File: src/rtl/fetch_pkg.sv
// Shared definitions for the instruction fetch stage: data width, NOP encoding, FSM states.
package fetch_pkg;

  localparam int XLEN = 32;
  localparam logic [XLEN-1:0] NOP_INSTR = 32'h0000_0013;

  typedef enum logic [1:0] {
    ST_BOOT = 2'd0,
    ST_RUN  = 2'd1,
    ST_HALT = 2'd2
  } fetch_state_e;

endpackage

File: src/rtl/fetch_ifid_reg.sv
// IF/ID pipeline register: load captures a new entry, flush drops the valid bit.
module fetch_ifid_reg
  import fetch_pkg::*;
(
  input  logic            clk,
  input  logic            rst,
  input  logic            load,
  input  logic            flush,
  input  logic [XLEN-1:0] instr_in,
  input  logic [XLEN-1:0] pc_in,
  input  logic [XLEN-1:0] pc_plus4_in,
  output logic            valid,
  output logic [XLEN-1:0] instr,
  output logic [XLEN-1:0] pc,
  output logic [XLEN-1:0] pc_plus4
);

  logic            valid_q, valid_d;
  logic [XLEN-1:0] instr_q, instr_d;
  logic [XLEN-1:0] pc_q, pc_d;
  logic [XLEN-1:0] pc_plus4_q, pc_plus4_d;

  // A flush only clears valid; the payload is left as-is so it reads stable.
  always_comb begin
    valid_d    = valid_q;
    instr_d    = instr_q;
    pc_d       = pc_q;
    pc_plus4_d = pc_plus4_q;
    if (load) begin
      valid_d    = 1'b1;
      instr_d    = instr_in;
      pc_d       = pc_in;
      pc_plus4_d = pc_plus4_in;
    end else if (flush) begin
      valid_d = 1'b0;
    end
  end

  always_ff @(posedge clk or posedge rst) begin
    if (rst) begin
      valid_q    <= 1'b0;
      instr_q    <= NOP_INSTR;
      pc_q       <= '0;
      pc_plus4_q <= '0;
    end else begin
      valid_q    <= valid_d;
      instr_q    <= instr_d;
      pc_q       <= pc_d;
      pc_plus4_q <= pc_plus4_d;
    end
  end

  assign valid    = valid_q;
  assign instr    = instr_q;
  assign pc       = pc_q;
  assign pc_plus4 = pc_plus4_q;

endmodule

File: src/rtl/fetch_stage.sv
// Instruction fetch stage: PC register, BOOT/RUN/HALT control, redirect handling, IF/ID register.
module fetch_stage
  import fetch_pkg::*;
#(
  parameter int              DEPTH    = 256,
  parameter int              ADDR_W   = $clog2(DEPTH),
  parameter logic [XLEN-1:0] RESET_PC = 32'h0000_0000
) (
  input  logic              clk,
  input  logic              rst,
  output logic [ADDR_W-1:0] imem_addr,
  input  logic [XLEN-1:0]   imem_rd,
  input  logic              redirect_valid,
  input  logic [XLEN-1:0]   redirect_pc,
  input  logic              halt_req,
  input  logic              id_ready,
  output logic              id_valid,
  output logic [XLEN-1:0]   id_instr,
  output logic [XLEN-1:0]   id_pc,
  output logic [XLEN-1:0]   id_pc_plus4,
  output logic              fetch_misalign,
  output logic [XLEN-1:0]   fetch_count
);

  fetch_state_e    state_q, state_d;
  logic [XLEN-1:0] pc_q, pc_d;
  logic            misalign_q, misalign_d;
  logic [XLEN-1:0] count_q, count_d;

  logic            advance;
  logic            redirect_take;
  logic            redirect_aligned;
  logic            flush;
  logic [XLEN-1:0] pc_plus4;

  assign pc_plus4         = pc_q + 32'd4;
  assign redirect_take    = redirect_valid && (state_q != ST_BOOT);
  assign redirect_aligned = (redirect_pc[1:0] == 2'b00);
  assign advance          = (state_q == ST_RUN) && !redirect_valid && (!id_valid || id_ready);
  // Drop the entry on a redirect, or when decode consumes it and nothing replaces it.
  assign flush            = redirect_take || (id_valid && id_ready && !advance);

  always_comb begin
    state_d    = state_q;
    pc_d       = pc_q;
    misalign_d = misalign_q;
    count_d    = count_q;
    if (advance) begin
      pc_d    = pc_plus4;
      count_d = count_q + 32'd1;
    end
    unique case (state_q)
      ST_BOOT: state_d = ST_RUN;
      ST_RUN, ST_HALT: begin
        if (redirect_take) begin
          if (redirect_aligned) begin
            pc_d    = redirect_pc;
            state_d = halt_req ? ST_HALT : ST_RUN;
          end else begin
            misalign_d = 1'b1;
            state_d    = ST_HALT;
          end
        end else if (state_q == ST_RUN && halt_req) begin
          state_d = ST_HALT;
        end
      end
      default: state_d = ST_BOOT;
    endcase
  end

  always_ff @(posedge clk or posedge rst) begin
    if (rst) begin
      state_q    <= ST_BOOT;
      pc_q       <= RESET_PC;
      misalign_q <= 1'b0;
      count_q    <= '0;
    end else begin
      state_q    <= state_d;
      pc_q       <= pc_d;
      misalign_q <= misalign_d;
      count_q    <= count_d;
    end
  end

  fetch_ifid_reg u_ifid (
    .clk         (clk),
    .rst         (rst),
    .load        (advance),
    .flush       (flush),
    .instr_in    (imem_rd),
    .pc_in       (pc_q),
    .pc_plus4_in (pc_plus4),
    .valid       (id_valid),
    .instr       (id_instr),
    .pc          (id_pc),
    .pc_plus4    (id_pc_plus4)
  );

  assign imem_addr      = pc_q[ADDR_W+1:2];
  assign fetch_misalign = misalign_q;
  assign fetch_count    = count_q;

endmodule

File: config.mk
export PLATFORM = sky130hd
export DESIGN_NAME = fetch_stage
export DESIGN_NICKNAME = d
export VERILOG_FILES = /design/src/rtl/fetch_pkg.sv /design/src/rtl/fetch_ifid_reg.sv /design/src/rtl/fetch_stage.sv
export SDC_FILE = /design/constraint.sdc
export NUM_CORES = 1
export LEC_CHECK = 0
export ABC_CLOCK_PERIOD_IN_PS = 6300
export CORE_MARGIN = 2
export CORE_UTILIZATION = 30
export CTS_CLUSTER_DIAMETER = 40
export DETAILED_ROUTE_END_ITERATION = 6
export GPL_TIMING_DRIVEN = 0
export HOLD_SLACK_MARGIN = 0.1
export SLEW_MARGIN = 25
export SYNTH_ARGS = -nofsm -noshare
export SYNTH_HDL_FRONTEND = slang
export SYNTH_SLANG_ARGS = --single-unit
File: constraint.sdc
create_clock -name clk -period 6.3 [get_ports clk]
set_input_delay 1.26 -clock clk [delete_from_list [all_inputs] [get_ports clk]]
set_output_delay 1.26 -clock clk [all_outputs]
set_load 0.01 [all_outputs]
# After elaboration in Yosys (flattened, before gate mapping)
# Cells that the tools add are included.
# totals
in_bits	69
register_bits	164
# op_classes
n_addsub	2
n_reduce_logical	17
eq_ne	3
muxes	11
bitwise_logic	1
# op_table
operator	count
two-way mux 32 bit	4
adder 32 x 1 -> 32 bit, second input constant	1
adder 32 x 3 -> 32 bit, second input constant	1
two-way mux 2 bit	4
logical AND 1 bit	6
logical NOT 2 bit	2
one-hot mux 2 bit (2 select lines)	1
nonzero test 2 bit	2
logical NOT 1 bit	3
!= test 3 bit, second input constant	1
AND reduction 3 bit	1
== test 2 x 1 -> 1 bit, second input constant	1
== test 2 bit, second input constant	1
logical OR 1 bit	2
two-way mux 1 bit	2
OR reduction 2 bit	1
inverter 1 bit	1

# Depth between registers and ports, before layout
# depth
word_depth	8
ltp_mapped	10
ltp_nobuf	7

# By module
# A second synthesis with hierarchy kept.
# unflattened
hier_cells	646
hier_area_um2	7815.0
# modules_own_cells
mod	cells_each	instances	seq_area_each_um2	area_per_inst_um2
fetch_stage	439	1	1676.6	4092.7
fetch_ifid_reg	207	1	2431.1	3722.3

# Worst setup path after synthesis
# OpenSTA, ideal clock, no wires.
# synth_path
kind	input to register
start	input redirect_valid
end	register count_q[22] (netlist: fetch_count[22])
stages	7
required_time_ns	6.174
arrival_time_ns	2.522
slack_ns	3.652
cell_sequence	nand2b_1 > buf_4 > nor4_4 > and4_1 > buf_2 > nand4_1 > xnor2_1
# synth_via
elab_chain_cells	3
# synth_lines
item	line_no	text
start: declaration	fetch_stage.sv:13	input logic redirect_valid,
logical NOT 1 bit	fetch_stage.sv:39	assign advance = (state_q == ST_RUN) && !redirect_valid && (!id_valid || id_ready);
logical AND 1 bit (2 in series)	fetch_stage.sv:39	
end signal: assignment	fetch_stage.sv:81	count_q <= count_d;
end: declaration	fetch_stage.sv:28	logic [XLEN-1:0] count_q, count_d;
# No other way between the ends.
# A chain may end at the register's enable or synchronous reset.

# Final worst setup path
# layout_path
start	input redirect_valid
end	register u_ifid.pc_plus4_q[3] (netlist: u_ifid.pc_plus4[3])
# layout_via
elab_chain_cells	3
# layout_lines
item	line_no	text
logical NOT 1 bit	fetch_stage.sv:39	
logical AND 1 bit (2 in series)	fetch_stage.sv:39	
end signal: assignment	fetch_ifid_reg.sv:49	pc_plus4_q <= pc_plus4_d;
end: declaration	fetch_ifid_reg.sv:21	logic [XLEN-1:0] pc_plus4_q, pc_plus4_d;
# No other way between the ends.

==> impl_metrics.json <==
{
  "cts_hold_buffers": 0,
  "power-per-cell-area_nw_per_um2": 448.4,
  "finClkSkew_ps": 12.91,
  "synth-edff-count": 0,
  "multiInputGateArea_um2": 3144,
  "io_buffers": 206,
  "drt_first_iter_violations": 454,
  "synth_ff_type": "dfrtp_1",
  "drc": 0,
  "grt_util_met1_pct": 23.07,
  "antennaDiodeCount": 0,
  "grt_usage_pct": 17.32,
  "syn_inst": 806,
  "crit_required_ps": 6660,
  "final-seq-area_um2": 4058,
  "nets": 1106,
  "layout-drive-gt1-share_pct": 8.421,
  "status": "finished clean",
  "syn_area_um2": 7523,
  "vias_per_cell": 4.603,
  "yosys_warnings": 0,
  "worst_ir_drop_vdd_v": 0.0001812,
  "die_area_um2": 26360,
  "cts_setup_buffers": 0,
  "synth.most_common_cell": "nand2_1",
  "coreArea_um2": 24460,
  "synth_cell_type_count": 42,
  "crit_fanout": 10,
  "timing.fmax_mhz": 293.2,
  "synth_top_cell_by_area": "dfrtp_1",
  "start_kind": "input pin",
  "r2r_cells": 10,
  "slew_viol_final": 0,
  "vias": 6302,
  "numCtsBuffers": 17,
  "insertion_delay_ps": 430,
  "setup-violations-final": 0,
  "hpwl_um": 16320,
  "finalCritPeriodShare_pct": 54.13,
  "cts_tree": "built",
  "antenna_found_initial": 3,
  "criticalPathCategory": "in -> reg",
  "min_delay_path_depth": 2,
  "slew_headroom_pct": 49.10,
  "rsz0062_at_grt": "no",
  "hp-class": "reg -> reg",
  "synth_area_leaders": "dfrtp_1 53%, nand2_1 13%, xnor2_1 5.5%",
  "cap_violations": 0,
  "htreeDepth": 4,
  "root_buffer": "clkbuf_16",
  "synth_common_cells": "259 x nand2_1, 159 x dfrtp_1, 47 x xnor2_1, 45 x nor2_1, 40 x xor2_1",
  "fillers": 2430,
  "design_area_um2": 10600,
  "start_util_pct": 30.76,
  "p_leak_nw": 4.611,
  "grt_pass1_vias": 6271,
  "dieHeight_um": 162.4,
  "worstSetupEndpointType": "flip-flop",
  "grt_pass1_wl_um": 35220,
  "synthesis.nets": 880,
  "wl_per_cell_um": 16.14,
  "ys_seq_area_share_pct": 53.93,
  "gr-usage-met3_pct": 5.806,
  "ys_seq_elements": 162,
  "layout_min_cycle_time_ps": 3410,
  "worstPathArrival_ps": 3770,
  "p_total_mw": 4.752,
  "hold_viol_final": 0,
  "drt-pass1-iter-count": 5,
  "dpl-instance-area_um2": 10030,
  "path_clk_slew_ps": 70,
  "die_w_um": 162.4,
  "cts.sinks": 162,
  "rows": 57,
  "clockBufferDepth": 2,
  "async_flop_share_pct": 100.0,
  "io_pins": 207,
  "area_delta_synth_final_pct": 40.84,
  "routed_wl_um": 22100,
  "post_cts_resized": 0,
  "finish.utilization_pct": 43.32,
  "worst_pin_slew_ps": 763.5,
  "grt_busiest_layer": "met2",
  "grt_max_degree": 89,
  "use_met2_pct": 27.89,
  "ant_nets": 0,
  "gr-total-overflow": 0,
  "place_congestion": 0.8357,
  "syn_avg_cell_area_um2": 9.334,
  "synth_top_area_share_pct": 52.89
}
==> registers in the layout, summed over array words and instances (netlist names) <==
register	count
u_ifid.pc	30
pc_q	32
u_ifid.pc_plus4	32
fetch_misalign	1
u_ifid.valid	1
u_ifid.instr	32
fetch_count	32
state_q	2
==> critical path: stages <==
cell and delay (ps):
clkdlybuf4s50_1 490, nand2b_1 110, buf_4 220, nand2b_1 120, buf_2 250, clkbuf_1 620
buf_1 500, nand2_1 110, nand2_1 90
==> metal layers <==
layer / wire [um] / part of all wire, %
met1: 10070 / 46
met3: 1639 / 7.4
met5: 23 / 0.10
met2: 10210 / 46
met4: 155 / 0.70
==> area by class of cell <==
type                    count  area share (%)
plain buffers              61           2.810
inverters                   7          0.3188
well taps                 324           3.826
clock inverters            14           1.216
flip-flops and latches    162           38.29
multi-input cells         576           29.67
repair buffers            207           19.72
clock buffers              18           4.145
==> where the power goes <==
group / switching [mW] / internal (mW) / total (mW)
Clock: 0.457 / 0.559 / 1.02
Combinational: 1.07 / 0.971 / 2.04
Sequential: 0.266 / 1.43 / 1.70
Total: 1.79 / 2.96 / 4.75
==> layout by cell type (no fill, tap or decap), types with 17 or more instances in the layout <==
cell / synthesis / routed
nor2_1: 45 / 45
xnor2_1: 47 / 47
nand2_1: 259 / 259
o21ai_0: 28 / 28
clkbuf_1: 19 / 19
clkdlybuf4s50_1: 0 / 206
dfrtp_1: 159 / 159
a21oi_1: 29 / 29
clkbuf_16: 0 / 17
xor2_1: 40 / 40
nand4_1: 18 / 18
nand3_1: 38 / 38
==> worst paths after layout <==
| path | start | endpoint | slack, ps |
|---|---|---|---|
| worst max-delay path | redirect_valid | u_ifid.pc_plus4[3] | 2890 |
| worst min-delay path | pc_q[0] | u_ifid.pc_plus4[0] | 460 |
| worst max register to register | state_q[1] | u_ifid.pc_plus4[3] | 3600 |
| worst min register to register | pc_q[0] | u_ifid.pc_plus4[0] | 460 |
| max in group asynchronous | rst | pc_q[31] | 4150 |
| min in group asynchronous | rst | u_ifid.instr[10] | 1290 |
==> kinds of logic (layout without fill, tap and decap cells) <==
kind of cell    Yosys count  count (layout)  share of synthesized area [%]
buf+inv                  68             307                          4.307
compound gates           67              67                          4.623
simple gates            417             417                          26.18
xor+xnor                 87              87                          10.13
flops                   162             162                          53.93
fa+ha+maj                 5               5                         0.8315
==> stage by stage <==
stage | std cells | setup WS [ps] | hold WS [ps] | TNS (ps)
after floorplan | 806 | 668.3 | 430.4 | 0
after global placement | 1336 | -1871 | 448.0 | -294880
after detailed placement | 1337 | 2369 | 451.3 | 0
after CTS | 1369 | 2824 | 463.8 | 0
after global routing | 1369 | 2664 | 484.9 | 0
final | 1369 | 2890 | 459.6 | 0
No activity file was read; power rests on OpenSTA's default activity.
